**src/rtl/ysyx_22050243_mem_pkg.sv**
```systemverilog
// Shared types for the instruction-fetch / load-store memory arbiter.
// Holds the FSM state encoding, the requester (owner) encoding and default widths.
package ysyx_22050243_mem_pkg;

  localparam int ADDR_W_DEF = 64;
  localparam int DATA_W_DEF = 64;
  localparam int MASK_W     = 8;
  localparam int INST_W     = 32;

  typedef enum logic [1:0] {
    IDLE = 2'd0,
    REQ  = 2'd1,
    WAIT = 2'd2
  } state_e;

  // Owner bit doubles as the index into the arbiter request/grant vectors.
  typedef enum logic {
    OWN_IF = 1'b0,
    OWN_LS = 1'b1
  } owner_e;

  // Instructions are 32 bits inside a 64-bit beat; address bit 2 picks the half.
  function automatic logic [INST_W-1:0] sel_inst(input logic [63:0] rdata,
                                                 input logic        hi);
    return hi ? rdata[63:32] : rdata[31:0];
  endfunction

endpackage

```
**src/rtl/ysyx_22050243_rr_arb2.sv**
```systemverilog
// Two-way round-robin arbiter: index 0 is fetch, index 1 is load/store.
// On a tie the requester that was not granted last wins; the last-grant bit resets to LSU.
module ysyx_22050243_rr_arb2
  import ysyx_22050243_mem_pkg::*;
(
  input  logic       clk,
  input  logic       rst_n,
  input  logic [1:0] req,
  input  logic       advance,
  output logic [1:0] gnt
);

  logic last_q;
  logic last_d;

  always_comb begin
    gnt    = req;
    last_d = last_q;
    if (req == 2'b11) begin
      gnt = (last_q == OWN_LS) ? 2'b01 : 2'b10;
    end
    if (advance && (gnt != 2'b00)) begin
      last_d = gnt[1];
    end
  end

  always_ff @(posedge clk or negedge rst_n) begin
    if (!rst_n) begin
      last_q <= OWN_LS;
    end else begin
      last_q <= last_d;
    end
  end

endmodule

```
**src/rtl/ysyx_22050243_mem_arb.sv**
```systemverilog
// Shares one memory port between instruction fetch and the LSU, one transaction at a time.
// Valid/ready: a request transfers on a cycle where both valid and ready are high; responses are single-cycle pulses.
module ysyx_22050243_mem_arb
  import ysyx_22050243_mem_pkg::*;
#(
  parameter int ADDR_W = ADDR_W_DEF,
  parameter int DATA_W = DATA_W_DEF
) (
  input  logic              clk,
  input  logic              rst_n,
  input  logic              if_req_valid,
  output logic              if_req_ready,
  input  logic [ADDR_W-1:0] if_addr,
  output logic              if_resp_valid,
  output logic [31:0]       if_resp_inst,
  input  logic              ls_req_valid,
  output logic              ls_req_ready,
  input  logic              ls_we,
  input  logic [ADDR_W-1:0] ls_addr,
  input  logic [DATA_W-1:0] ls_wdata,
  input  logic [7:0]        ls_wmask,
  output logic              ls_resp_valid,
  output logic [DATA_W-1:0] ls_resp_rdata,
  output logic              mem_req_valid,
  input  logic              mem_req_ready,
  output logic              mem_we,
  output logic [ADDR_W-1:0] mem_addr,
  output logic [DATA_W-1:0] mem_wdata,
  output logic [7:0]        mem_wmask,
  input  logic              mem_resp_valid,
  input  logic [DATA_W-1:0] mem_resp_rdata,
  output logic [1:0]        dbg_state
);

  state_e            state_q, state_d;
  owner_e            owner_q, owner_d;
  logic              we_q, we_d;
  logic [ADDR_W-1:0] addr_q, addr_d;
  logic [DATA_W-1:0] wdata_q, wdata_d;
  logic [7:0]        wmask_q, wmask_d;
  logic              if_rv_q, if_rv_d;
  logic [31:0]       if_inst_q, if_inst_d;
  logic              ls_rv_q, ls_rv_d;
  logic [DATA_W-1:0] ls_rdata_q, ls_rdata_d;

  logic [1:0] arb_req;
  logic [1:0] arb_gnt;
  logic       arb_adv;

  // Requests are only offered to the arbiter while idle and out of reset,
  // so no ready can leak out during reset or an outstanding transaction.
  assign arb_req = (state_q == IDLE && rst_n) ? {ls_req_valid, if_req_valid} : 2'b00;
  assign arb_adv = (arb_gnt != 2'b00);

  ysyx_22050243_rr_arb2 u_arb (
    .clk     (clk),
    .rst_n   (rst_n),
    .req     (arb_req),
    .advance (arb_adv),
    .gnt     (arb_gnt)
  );

  always_comb begin
    state_d       = state_q;
    owner_d       = owner_q;
    we_d          = we_q;
    addr_d        = addr_q;
    wdata_d       = wdata_q;
    wmask_d       = wmask_q;
    if_rv_d       = 1'b0;
    if_inst_d     = if_inst_q;
    ls_rv_d       = 1'b0;
    ls_rdata_d    = ls_rdata_q;
    if_req_ready  = 1'b0;
    ls_req_ready  = 1'b0;
    mem_req_valid = 1'b0;

    case (state_q)
      IDLE: begin
        if (arb_gnt[OWN_IF]) begin
          if_req_ready = 1'b1;
          owner_d      = OWN_IF;
          we_d         = 1'b0;
          addr_d       = if_addr;
          wdata_d      = '0;
          wmask_d      = '0;
          state_d      = REQ;
        end else if (arb_gnt[OWN_LS]) begin
          ls_req_ready = 1'b1;
          owner_d      = OWN_LS;
          we_d         = ls_we;
          addr_d       = ls_addr;
          wdata_d      = ls_wdata;
          wmask_d      = ls_wmask;
          state_d      = REQ;
        end
      end

      REQ: begin
        mem_req_valid = 1'b1;
        if (mem_req_ready) begin
          state_d = WAIT;
        end
      end

      WAIT: begin
        if (mem_resp_valid) begin
          state_d = IDLE;
          if (owner_q == OWN_IF) begin
            if_rv_d   = 1'b1;
            if_inst_d = sel_inst(mem_resp_rdata[63:0], addr_q[2]);
          end else begin
            ls_rv_d    = 1'b1;
            ls_rdata_d = we_q ? '0 : mem_resp_rdata;
          end
        end
      end

      default: begin
        state_d = IDLE;
      end
    endcase
  end

  always_ff @(posedge clk or negedge rst_n) begin
    if (!rst_n) begin
      state_q    <= IDLE;
      owner_q    <= OWN_IF;
      we_q       <= 1'b0;
      addr_q     <= '0;
      wdata_q    <= '0;
      wmask_q    <= '0;
      if_rv_q    <= 1'b0;
      if_inst_q  <= '0;
      ls_rv_q    <= 1'b0;
      ls_rdata_q <= '0;
    end else begin
      state_q    <= state_d;
      owner_q    <= owner_d;
      we_q       <= we_d;
      addr_q     <= addr_d;
      wdata_q    <= wdata_d;
      wmask_q    <= wmask_d;
      if_rv_q    <= if_rv_d;
      if_inst_q  <= if_inst_d;
      ls_rv_q    <= ls_rv_d;
      ls_rdata_q <= ls_rdata_d;
    end
  end

  assign mem_we        = we_q;
  assign mem_addr      = addr_q;
  assign mem_wdata     = wdata_q;
  assign mem_wmask     = wmask_q;
  assign if_resp_valid = if_rv_q;
  assign if_resp_inst  = if_inst_q;
  assign ls_resp_valid = ls_rv_q;
  assign ls_resp_rdata = ls_rdata_q;
  assign dbg_state     = state_q;

endmodule
```
**config.mk**
```make
export PLATFORM = sky130hd
export DESIGN_NAME = ysyx_22050243_mem_arb
export DESIGN_NICKNAME = d
export VERILOG_FILES = /design/src/rtl/ysyx_22050243_mem_pkg.sv /design/src/rtl/ysyx_22050243_rr_arb2.sv /design/src/rtl/ysyx_22050243_mem_arb.sv
export SDC_FILE = /design/constraint.sdc
export NUM_CORES = 1
export LEC_CHECK = 0
export CORE_AREA = 2 2 199 201
export CTS_BUF_LIST = sky130_fd_sc_hd__clkbuf_8
export DETAILED_ROUTE_END_ITERATION = 6
export DIE_AREA = 0 0 201 203
export RECOVER_POWER = 50
export SLEW_MARGIN = 10
export SYNTH_ARGS = -nofsm -noshare
export SYNTH_HDL_FRONTEND = slang
export SYNTH_HIERARCHICAL = 1
export SYNTH_SLANG_ARGS = --single-unit
```
**constraint.sdc**
```tcl
create_clock -name clk -period 4.8 [get_ports clk]
set_input_delay 0.48 -clock clk [delete_from_list [all_inputs] [get_ports clk]]
set_output_delay 0.48 -clock clk [all_outputs]
set_load 0.005 [all_outputs]
```
# Word-level counts from Yosys, hierarchy flattened
# Cells that the tools add are included.
op_classes:
  n_eq_ne: 6
  mux: 32
  reduce_logical: 7
  n_bitwise: 1
ops:
  columns: ["op", "count"]
  rows:
  - ["two-way mux 64 bit", 5]
  - ["two-way mux 32 bit", 1]
  - ["two-way mux 1 bit", 16]
  - ["two-way mux 8 bit", 2]
  - ["two-way mux 2 bit", 7]
  - ["AND reduction 3 bit", 3]
  - ["one-hot mux 2 bit (3 select lines)", 1]
  - ["equality test 2 bit, second input constant", 2]
  - ["inequality test 2 bit, second input constant", 2]
  - ["inequality test 3 bit, second input constant", 1]
  - ["equality test 2 x 1 -> 1 bit, second input constant", 1]
  - ["zero test 2 bit", 1]
  - ["AND reduction 2 bit", 1]
  - ["nonzero test 2 bit", 1]
  - ["logical AND 1 bit", 1]
  - ["NOT 1 bit", 1]
word_totals:
  input_bits: 271
  output_inout_bits: 240
  word_cells: 57
  reg_bits: 239

# Logic depth before layout (Yosys ltp)
# Gate-level depths: netlist of the first run.
depth:
  depth_word: 8
  depth_mapped: 11
  depth_no_buf: 6

# Cells and area by module
# The synthesis of the first run kept the hierarchy.
modules_own_cells:
  columns: ["mod", "instances", "seq_area_each_um2", "area_each_um2", "cells_each"]
  rows:
  - ["ysyx_22050243_mem_arb", 1, 5955.7, 10058.4, 893]
  - ["ysyx_22050243_rr_arb2", 1, 26.3, 56.3, 6]

# Least setup slack after synthesis of the first run
# Ideal clock, no wire load.
synth_path:
  path_kind: "register to output"
  startpoint: "register state_q[0], in the netlist dbg_state[0]"
  endpoint: "output if_req_ready"
  t_arrival_ns: 2.121
  stages_incl_launch_ff: 9
  n_path_buf: 4
  required_ns: 4.320
  setup_slack_ns: 2.199
  path_cell_list: "dfrtp_1 nor2_2 buf_2 buf_2 and3_1 a21boi_1 buf_4 buf_2 and2_1"
synth_via:
  elab_chain_cells: 7
synth_lines:
  columns: ["item", "line_no", "source"]
  rows:
  - ["start, declared", "ysyx_22050243_mem_arb.sv:35", "state_e state_q, state_d;"]
  - ["start signal, assigned", "ysyx_22050243_mem_arb.sv:138", "state_q <= state_d;"]
  - ["zero test 2 bit (*)", "ysyx_22050243_mem_arb.sv:52", "assign arb_req = (state_q == IDLE && rst_n) ? {ls_req_valid, if_req_valid} : 2'b00;"]
  - ["logical AND 1 bit (*)", "ysyx_22050243_mem_arb.sv:52", null]
  - ["two-way mux 2 bit (*)", "ysyx_22050243_mem_arb.sv:52", null]
  - ["net arb_req[0]", "ysyx_22050243_mem_arb.sv:46", "logic [1:0] arb_req;"]
  - ["equality test 2 bit", "ysyx_22050243_rr_arb2.sv:19", "if (req == 2'b11) begin"]
  - ["two-way mux 2 bit (*)", "ysyx_22050243_rr_arb2.sv:19", null]
  - ["net arb_gnt[0]", "ysyx_22050243_mem_arb.sv:47", "logic [1:0] arb_gnt;"]
  - ["two-way mux 1 bit (*)", "ysyx_22050243_mem_arb.sv:80", "if (arb_gnt[OWN_IF]) begin"]
  - ["two-way mux 1 bit (*)", "ysyx_22050243_mem_arb.sv:78", "case (state_q)"]
  - ["end, declared", "ysyx_22050243_mem_arb.sv:12", "output logic if_req_ready,"]
# Mark *: on every way through the listed nets, which the timed path passes. The rest lies on a longest branch.

==> summary.md, run 1 <==
The maximum number of buffers from clock root to sink is 3. The first detailed-routing pass took 4 iterations. Across the routed clock network, the largest skew measured is 0.0128 ns. For the initial cell density of the core, the log shows 26.3%. For this run, the register share of the synthesized area comes to 59.1%.

The worst-case IR drop observed on VDD is 0.220 mV. The number of CTS-inserted buffers is 44, and the net count of the mapped netlist is 1,170. The worst-path maximum fanout is 67, and the number of warnings printed during yosys synthesis is 6.

The total net switching power was 3300 uW; the ratio of routed vias to standard cells was 4.55. The critical path required time was 5.39 ns; the count of port buffers added during placement was 510. Main flop type after synthesis: sky130_fd_sc_hd__dfrtp_1. The worst path uses 76.9% of the clock period. Detailed placement finished with a half-perimeter wire length of 26,000 microns.

Entering global routing, the biggest net connects 83 pins. In this run the power density over the cells is 589 nW/um^2. The logs give 9,196 for the number of global-route vias before repair and 388 for the number of DRC markers in iteration 0. Summed over all failing endpoints, the final setup total negative slack is 0 ns. Of the total power, the clock network draws 20.4%. The share of layout cells above drive strength 1 was 6.13%.

The logs give 0 for the number of antenna violations at the first check in global routing and 72 for the number of standard-cell rows in the floorplan. After detailed placement, the design holds a cell count of 1,860. The total overflow left after global routing is 0. After clock tree synthesis, the repair step resized 0 gates. The worst pin sits at a relative slew slack of -88.9%.

STA classifies the critical path startpoint as a primary input. CTS built an H-tree with a depth of 2. By startpoint and endpoint, the worst setup path is classified as in2async.

Leaving out filler cells and counting taps, the final layout contains 1,937. Setup repair after global routing left no endpoint under its margin. For the worst setup path, the data arrival time is 4.28 ns. Counting flops and latches in the post-synthesis netlist gives 239. The share of total power consumed by net switching works out to 34.0%.

The first global-routing pass estimated 55,100 microns of wire. The final number of hold-violating endpoints is 0, and the count of maximum capacitance violations is 2. The final reports fail on capacitance limit, slew limit.

The met3 layer usage reported by global route is 6.00%. Combinational logic is responsible for 43.5% of the overall power. In the global route stage, overall resource usage came out at 17.3%. The count of nets left with antenna violations once routing finished came out at 0. Most common cell after layout, fill and taps aside: sky130_fd_sc_hd__clkdlybuf4s50_1. The final weighted congestion in routability-driven placement is 0.827, and the count of fill cells added during filler insertion is 3,760. The clock reaches the later pin of the worst-skew pair after 0.57 ns. The root buffer cell chosen for the clock tree is sky130_fd_sc_hd__clkbuf_8. Summing over every cut layer, the via total after detailed routing is 8,813. The run gives 0 as the count of unresolved DRC violations after routing. For this run, asynchronously set or reset flops after synthesis account for 100%. Summing all placed instances gives a cell area of 15,600 sq um.

Derived from the worst setup path, the maximum achievable clock frequency is 0.271 GHz. Clock tree synthesis found a total of 239 sinks. The area of the die was 40,800 sq um; the leakage power summed over all cells was 0.00725 uW. For met1 alone, demand over resource in global routing was 21.5%. The tightest hold path in the finished design has a slack of 0.329 ns. The tools report the number of max-slew violations in the final report as 90. In this run the standard cell core region covers 38,500 sq um.

The finished cells cover 16,500 sq um. The global-route met2 utilization was 28.4%. In this run the vertical extent of the chip is 203 microns. The logs give 511 for the number of top-level pins and 6420 uW for the internal power contribution. The final setup violation count was 0. 0 antenna diodes ended up in the layout. The worst path needs 3.69 ns of the cycle, external delays included. Summing every instance area after synthesis gives 10,100 sq um.

The tools report the layout net count as 1,660. Area added between synthesis and finish: 63.3%. Number of enable flip-flop cells after synthesis: 0.

The worst-margin pin slew is 2.83 ns. The tools report the category of the worst setup path capture point as an asynchronous set/reset pin. The total detailed-routing wirelength is 35,900 microns, and the sequential share of power is 36.1%. The overall die width is 201 microns. The flow ran to the end, but the final reports show violations.

Dividing the detail-routed wire length by the instance count gives 18.6 microns. TritonCTS built the clock tree. Power comes to 9720 uW.

Clock-pin slew was measured on the worst setup and hold paths at 0.06 ns. A synthesized cell averages 11.3 sq um. The top cell types in the final layout, fill and taps aside, are sky130_fd_sc_hd__clkdlybuf4s50_1 (275), sky130_fd_sc_hd__dfrtp_1 (237), sky130_fd_sc_hd__dlygate4sd3_1 (235).

The min-delay analysis places its worst path in the category in2async. The most used routing layer is met2. For the number of unique standard cell types used by synthesis, the log shows 24. Counting every instance in the synthesized netlist gives 899.
## timing repair
| action | CTS | global route |
|---|---|---|
| buffers inserted | 0 | 0 |
| setup endpoints to repair | 0 | 0 |
| hold buffers | 1 | 0 |
| hold endpoints to repair | 5 | 0 |
## final timing paths
| kind | slack (ns) | to | cells after the start | start |
|---|---|---|---|---|
| hold / removal | 0.33 | mem_addr[39] | 2 | rst_n |
| min in group clk | 0.48 | ls_resp_rdata[25] | 2 | ls_resp_rdata[25] |
| setup reg to reg | 1.48 | mem_wdata[55] | 8 | dbg_state[1] |
| hold reg to reg | 0.48 | ls_resp_rdata[25] | 2 | ls_resp_rdata[25] |
| setup / recovery | 1.11 | ls_resp_rdata[62] | 4 | rst_n |
| max in group clk | 1.15 | ls_req_ready | 5 | dbg_state[1] |
## area by class of cell
| class | count | area, sq um | share of cell area, % |
|---|---|---|---|
| clock buffer | 57 | 785 | 4.75 |
| clock inverter | 19 | 105 | 0.636 |
| inverter | 3 | 11.3 | 0.0682 |
| multi-input combinational | 573 | 3720 | 22.6 |
| sequential | 239 | 5980 | 36.2 |
| tap | 518 | 648 | 3.92 |
| timing repair buffer | 528 | 5260 | 31.8 |
## synthesized netlist by cell type, types with 2 or more instances
cell type,n,area [sq um]
sky130_fd_sc_hd__buf_4,13,97.6
sky130_fd_sc_hd__a31oi_1,65,407
sky130_fd_sc_hd__a22o_1,73,639
sky130_fd_sc_hd__clkbuf_1,21,78.8
sky130_fd_sc_hd__a21oi_1,98,490
sky130_fd_sc_hd__nand2_1,66,248
sky130_fd_sc_hd__mux2i_1,96,961
sky130_fd_sc_hd__inv_1,2,7.51
sky130_fd_sc_hd__dfrtp_1,238,5960
sky130_fd_sc_hd__o21ai_1,66,330
sky130_fd_sc_hd__buf_2,50,250
sky130_fd_sc_hd__nand2b_1,66,413
sky130_fd_sc_hd__and3_1,2,12.5
sky130_fd_sc_hd__nor2_1,33,124
## worst max-delay path, cell delays in order
cell and delay, ns:
sky130_fd_sc_hd__dlygate4sd3_1 0.58, sky130_fd_sc_hd__buf_8 0.16, sky130_fd_sc_hd__clkbuf_1 2.01, sky130_fd_sc_hd__buf_4 0.95
## routing by layer
| metal | vias to the layer above | wire (microns) |
|---|---|---|
| li1 | 4209 | - |
| met1 | 4197 | 15000 |
| met2 | 361 | 17200 |
| met3 | 46 | 2980 |
| met4 | 0 | 765 |
| met5 | - | 0 |
## power by group through the flow
| stage | sequential (uW) | combinational, uW | clock [uW] |
|---|---|---|---|
| floorplan | 3580 | 1850 | 0 |
| global placement | 3560 | 4580 | 0 |
| detailed placement | 3560 | 4630 | 0 |
| CTS | 3560 | 4640 | 2070 |
| global route | 3640 | 4640 | 2150 |
| finish | 3510 | 4220 | 1990 |
## cells by family after synthesis
| kind of cell | Yosys count | synth area share [%] |
|---|---|---|
| mux | 96 | 9.50 |
| buf+inv | 87 | 4.33 |
| compound gates | 304 | 18.6 |
| simple gates | 173 | 8.42 |
| flops | 239 | 59.1 |
## stage by stage
| step | worst slack [ns] | utilization, % |
|---|---|---|
| finish | 1.11 | 42.9 |
| global route | 0.470 | 42.9 |
| CTS | 0.955 | 42.9 |
| detailed placement | 1.30 | 40.6 |
| global placement | 1.31 | 40.6 |
| floorplan | 2.20 | - |
## registers in the layout (all words and copies together) (netlist names)
| register | cells |
|---|---|
| mem_we | 1 |
| ls_resp_valid | 1 |
| dbg_state | 2 |
| mem_addr | 64 |
| u_arb/last_q | 1 |
| if_resp_inst | 32 |
| ls_resp_rdata | 64 |
| owner_q | 1 |
| mem_wmask | 8 |
| if_resp_valid | 1 |
| mem_wdata | 64 |
No activity file was read; power rests on OpenSTA's default activity.
==> run 2: changes to the inputs <==
Settings changed: CORE_AREA 2 2 199 201 to 2 2 201 203, DIE_AREA 0 0 201 203 to 0 0 203 205.
Clock period 4.8 ns to 2.95 ns, I/O delays scaled along.
==> run 2 against run 1 <==
The run now ends clean. Combinational power up 67%. Routed wire length rose by 0.43%. Sequential share of layout area hardly changed. Power up 63%. Flip-flop and latch count did not move. Cell count grew 0.26%. Setup slack worse by 0.89 ns. Largest power group unchanged. Clock skew fell by 0.0026 ns.
==> summary.md, run 2 (synthesized netlist as in run 1, its figures left out) <==
The run finished with clean final reports. Number of CTS-inserted buffers: 43. After routing the design area is 16,500 sq um. The setup check on the worst reg-to-reg path leaves a slack of 0.50 ns.

The final number of hold-violating endpoints was 0. TritonCTS built the clock tree. Combinational logic burns 44.7% of the power.

In the layout the commonest cells are sky130_fd_sc_hd__clkdlybuf4s50_1 (334), sky130_fd_sc_hd__dfrtp_1 (237), sky130_fd_sc_hd__dlygate4sd3_1 (175). The worst setup path is launched from a flop. The number of global-route vias before repair was 9,023; the number of nets with antenna violations after detailed routing was 0. The path class of the lowest-slack min-delay path is in2async. The clock root buffer was sky130_fd_sc_hd__clkbuf_8. The share of layout cells above drive strength 1 was 5.79%; the number of antenna violations at the first check in global routing was 0. Cells fill 41.9% of the core in the end.

The endpoint arrival time on the critical path was 2.44 ns; the count of unresolved DRC violations after routing was 0. The worst path uses 92.6% of the clock period. Across the VDD grid, the largest voltage drop is 0.575 mV. Dividing total power by cell area gives a power density of 958 nW/um^2. Setup repair after global routing left no endpoint under its margin. Entering global routing, the biggest net connects 139 pins.

The analysis attributes to cell leakage a power of 0.00717 uW. The number of max-slew violations in the final report is 0, and the total cell area at the placement stage is 15,700 sq um. In this run the critical register-to-register path is captured at mem_wdata[47]. The area added between synthesis and finish was 63.1%; the critical path required time was 2.65 ns. In this run the horizontal extent of the chip is 203 microns. The endpoint of the worst setup timing path is if_req_ready. The die covers 41,600 sq um. Across the run, the number of max-cap violations was 0. In this run the number of H-tree levels came out at 2. For the sequential share of power, the log shows 36.1%. After global routing the overflow that remains totals 0.

The internal power of the cells totals 10,400 uW. The run gives 0 ns as the final setup TNS. The worst-margin pin slew is 1.28 ns, and the total detailed-routing wirelength is 36,100 microns. During I/O placement, the number of pins put on the boundary was 511. The half-perimeter wire length after placement was 25,800 microns.

Most common cell after layout, fill and taps aside: sky130_fd_sc_hd__clkdlybuf4s50_1. The tools report the highest achievable clock rate as 0.366 GHz. The tools report the number of standard-cell rows in the floorplan as 73. The congestion estimate from routability-driven global placement came to 0.802.

The run gives 25.7% as the initial cell density of the core. In this run switching power makes up 34.2% of total power. For the worst-skew pair later-pin latency, the log shows 0.58 ns.

For this design the total switching power over the nets is 5400 uW. The startpoint identified for the worst register-to-register timing path is dbg_state[0]. The clock-pin transition on the worst setup and hold timing paths is 0.05 ns. Dividing the detail-routed via count by the number of cells gives 4.56. The classification of the worst setup path was reg2out. The tightest hold path in the finished design has a slack of 0.153 ns. For this run, the total global-route usage over all layers was measured as 16.8%. The tools report the setup clock skew after layout as 0.0102 ns.

Including well taps, the total number of placed cells is 1,866. The final cell count without fillers was 1,942; the floorplan core area was 39,400 sq um. The most critical setup path has its startpoint at dbg_state[0]. The number of clock sinks seen by CTS is 239, and the portion of total power attributed to the clock network is 19.2%. Dividing the detail-routed wire length by the instance count gives 18.6 microns. Input and output buffers added on the ports amount to 510. The number of cells on the worst reg-to-reg path was 8; the layout net count was 1,659. The die is 205 microns tall. The logs give 466 for the number of DRC markers in iteration 0 and 0 for the final setup violation count. The first global-routing pass estimated 54,100 microns of wire. Along the worst path, the maximum fanout reaches 7. Headroom to the max-slew limit came out at 14.4%. The worst path in the final design needs a cycle of 2.73 ns, including I/O delays and setup. The maximum number of buffers from clock root to sink came out at 3. The detailed-router iteration count before antenna repair was 4.

After filler insertion, the fill cell instance count of the layout stands at 3,877. The vias after detailed routing came out at 8,852. STA classifies the critical path endpoint as a primary output.
==> run 2: layer usage <==
layer,up-vias,track usage (%),wire [microns]
met4,0,4.90,790
met1,4214,20.9,15000
li1,4208,-,-
met3,55,5.85,2930
met5,-,0,0
met2,375,27.5,17400
==> run 2: cell type report <==
cell class                 instances  area (sq um)  share of cell area [%]
sequential                       239          5980                    36.3
timing repair buffer             528          5300                    32.1
multi-input combinational        573          3720                    22.6
clock buffer                      50           688                    4.17
tap                              525           657                    3.98
clock inverter                    23           128                   0.774
inverter                           3          11.3                  0.0683
antenna                            1          2.50                  0.0152
==> run 2: power groups by stage <==
stage                     logic [uW]  clock network, uW  registers, uW
after detailed placement        7650                  0           5770
final                           7060               3030           5710
after floorplan                 3010                  0           5830
after global routing            7730               3330           5920
after global placement          7570                  0           5750
after CTS                       7660               3170           5770
==> run 2: metrics by stage <==
step	setup slack (ns)	total power, uW
final	0.218	15800
after global routing	0.0148	17000
after detailed placement	0.258	13400
after CTS	0.00326	16600
after global placement	0.215	13300
after floorplan	0.534	8840
==> run 2: critical path: stages (launching register included) <==
cell,delay (ns)
sky130_fd_sc_hd__dfrtp_1,0.41
sky130_fd_sc_hd__nor2_4,0.19
sky130_fd_sc_hd__and3_1,0.22
sky130_fd_sc_hd__a21boi_4,0.27
sky130_fd_sc_hd__and2_1,0.22
sky130_fd_sc_hd__clkdlybuf4s50_1,0.56
==> run 2: how the worst min path moves through the flow <==
| stage | startpoint | to | slack, ns |
|---|---|---|---|
| 2_1_floorplan | rst_n | dbg_state[0] | -0.0006 |
| 3_3_place_gp | rst_n | owner_q | 0.10 |
| 3_5_place_dp | rst_n | owner_q | 0.10 |
| 4_1_cts | rst_n | owner_q | 0.08 |
| 5_1_grt | rst_n | owner_q | 0.09 |
| 6_report | rst_n | owner_q | 0.15 |
==> run 2: repair_timing <==
item,in CTS,in global routing
gates resized for setup,1,2
gates cloned,0,0
setup endpoints to repair,1,1
setup buffers,0,1
hold buffers,1,0
endpoints found under the hold margin,43,0
==> run 3: changes to the inputs <==
Settings changed: CORE_AREA 2 2 201 203 to 4 4 197 199, DIE_AREA 0 0 203 205 to 0 0 201 203.
==> run 3 against run 2 <==
The flow now finishes with violations (capacitance limit, slew limit). Routed wire length grew 4.3%. Combinational power grew 8.5%. Via count grew 0.45%. Critical path depth grew 2. Maximum frequency shrank 3.0%. Setup slack lost 0.086 ns. Power grew 4.0%. Hold slack gained 0.024 ns.
==> summary.md, run 3 (synthesized netlist as in run 1, its figures left out) <==
Detailed placement ended at an HPWL of 27,400 microns. The logs give 0.00700 uW for the leakage power summed over all cells and 27.2% for the initial cell density of the core. After layout, the worst setup slack is 0.133 ns. The number of antenna violations at the first check in global routing came out at 0. Before antenna repair, the detailed router went through 4 iterations. In this run the tightest slew margin relative to its limit is -6.02%. The highest achievable clock rate was 0.355 GHz; the count of port buffers added during placement was 510. Setup violations remaining at the end of the flow were counted as 0.

The die covers 40,800 sq um. The total area inside the core boundary comes to 37,200 sq um. The worst-margin pin slew works out to 1.59 ns. The count of unresolved DRC violations after routing came out at 0. The share of total power dissipated in the clock network is 18.2%.

Global-route usage over all layers: 17.8%. In this run the power spent charging and discharging nets is 5510 uW. In this run the worst path has a maximum fanout of 5.

Combinational logic is responsible for 46.6% of the overall power. After detailed routing, the average wire length per cell comes to 19.9 microns. The library cell used most frequently in the layout, excluding fill and tap cells, is sky130_fd_sc_hd__clkdlybuf4s50_1. TritonCTS built the clock tree. Leaving out fill and tap cells, the most frequent cells in the layout are sky130_fd_sc_hd__clkdlybuf4s50_1 (509), sky130_fd_sc_hd__dfrtp_1 (235), sky130_fd_sc_hd__a21oi_1 (98).

The tools report the count of maximum capacitance violations as 1. Setup repair after global routing left no endpoint under its margin. The sequential share of power was 35.2%; the areal power density over the cells was 996 nW/um^2. For the worst setup path, the data arrival time is 2.52 ns.

STA classifies the critical path endpoint as a primary output. Global routing finished with a remaining overflow of 0. The multi-input combinational cells in the finished layout cover a total of 3730 sq um. In this run switching power makes up 33.5% of total power. The clock-pin transition on the worst setup and hold timing paths is 0.06 ns, and the number of nets with antenna violations after detailed routing is 0. Final number of hold-violating endpoints: 0. The number of CTS-inserted buffers came out at 43. Path class of the lowest-slack min-delay path: in2async. The layout has 3,507 filler cells. At the placement stage, the worst setup path has a slack of 0.308 ns. The post-route netlist has 6.42% of its cells at a drive strength greater than 1. Worst-skew pair later-pin latency: 0.55 ns. Compared with the post-synthesis result, the final layout area differs by 63.2%. The kind of start point of the critical path was a flop. The internal portion of the total power is 10,900 uW. The number of placed instances, taps included was 1,819; the number of global-route vias before repair was 9,249. In the routed layout, each cell is associated on average with a via count of 4.70. The run gives 511 as the number of top-level pins. For the setup clock skew after layout, the log shows 0.0176 ns.

The finished layout holds 1,892 standard cells, fillers aside. In this run the horizontal extent of the chip is 201 microns. Entering global routing, the biggest net connects 131 pins.

The checks that failed: capacitance limit, slew limit. For the H-tree depth, the log shows 2. The number of max-slew violations in the final report was 113; the layout net count was 1,666. The run finished, with violations left. IR analysis of the VDD net gives a maximum drop of 0.471 mV. Subtracting the final worst setup slack from the clock period gives 2.82 ns. The sequential standard cell area was 5990 sq um. STA puts the critical path data required time at 2.65 ns. Classification of the worst setup path: reg2out. The first global-routing pass estimated 56,900 microns of wire. The total chip power was 16,400 uW. Routability-driven placement finished with a final weighted congestion of 0.803. The detailed router finished its first iteration with 418 violations.

After detailed routing, the total wire length is 37,700 microns. Across all layers, the routed design uses 8,892 vias. The logs give 71 for the number of standard-cell rows in the floorplan and 239 for the number of clock sinks seen by CTS. The maximum number of buffers from clock root to sink was 3. The tools report the clock root buffer as sky130_fd_sc_hd__clkbuf_8.

The number of antenna diodes in the final layout is 0. The die is 203 microns tall. Final setup TNS: 0 ns. The part of the cycle the worst path needs came out at 95.5%.
run 3: changes by cell type in the layout (fill, tap and decap cells not counted), moves of 3 or more:
cell                              change
sky130_fd_sc_hd__clkdlybuf4s50_1    +175
sky130_fd_sc_hd__buf_4                +7
sky130_fd_sc_hd__o21ai_1             +64
sky130_fd_sc_hd__o21ai_0             -64
sky130_fd_sc_hd__dlygate4sd3_1      -174
sky130_fd_sc_hd__inv_1                -3
run 3: path summary, 6_finish.rpt:
| check | startpoint | to | slack (ns) | depth (start not counted) |
|---|---|---|---|---|
| min in group clk | mem_resp_rdata[37] | ls_resp_rdata[37] | 0.34 | 3 |
| max in group asynchronous | rst_n | dbg_state[0] | 0.91 | 4 |
| setup / recovery | dbg_state[1] | ls_req_ready | 0.13 | 7 |
| hold reg to reg | ls_resp_rdata[43] | ls_resp_rdata[43] | 0.48 | 2 |
| hold / removal | rst_n | mem_addr[41] | 0.18 | 2 |
| setup reg to reg | dbg_state[1] | mem_addr[8] | 0.59 | 6 |
run 3: final cells by class:
| type | count | share of cell area (%) |
|---|---|---|
| multi-input cells | 573 | 22.6 |
| well taps | 474 | 3.59 |
| flip-flops and latches | 239 | 36.3 |
| inverters | 3 | 0.0682 |
| repair buffers | 535 | 32.6 |
| clock buffers | 51 | 4.25 |
| clock inverters | 17 | 0.576 |
run 3: metrics by stage:
stage,utilization [%],hold WS [ns],cell area (sq um)
floorplan,-,-0.000591,10100
global placement,42.1,0.119,15700
detailed placement,42.1,0.120,15700
CTS,44.3,0.142,16500
global route,44.3,0.143,16500
finish,44.3,0.177,16500
run 3: power groups by stage:
stage | Combinational [uW] | Sequential (uW) | Clock [uW]
5_1_grt | 8310 | 5990 | 3260
3_3_place_gp | 7660 | 5800 | 0
4_1_cts | 7760 | 5800 | 3110
3_5_place_dp | 7720 | 5810 | 0
6_report | 7660 | 5780 | 2990
2_1_floorplan | 3010 | 5830 | 0
run 3: critical path, cell delays in order, from the launching register on:
cell and delay (ns):
sky130_fd_sc_hd__dfrtp_2 0.45, sky130_fd_sc_hd__nor2_4 0.14, sky130_fd_sc_hd__and3_4 0.22, sky130_fd_sc_hd__a21boi_1 0.17
sky130_fd_sc_hd__buf_4 0.14, sky130_fd_sc_hd__nor4b_4 0.17, sky130_fd_sc_hd__buf_4 0.17, sky130_fd_sc_hd__clkdlybuf4s50_1 0.53
run 3: what timing repair did:
action	CTS	global route
setup endpoints to repair	1	1
hold endpoints to repair	116	0
resized for setup	3	1
hold buffers	1	0
buffers inserted	2	2
run 3: per-layer routing:
metal | track usage [%] | vias up | routed length, microns
li1 | - | 4216 | -
met5 | 0 | - | 0
met4 | 5.04 | 0 | 879
met1 | 21.4 | 4240 | 15300
met3 | 5.93 | 55 | 3020
met2 | 30.5 | 381 | 18400
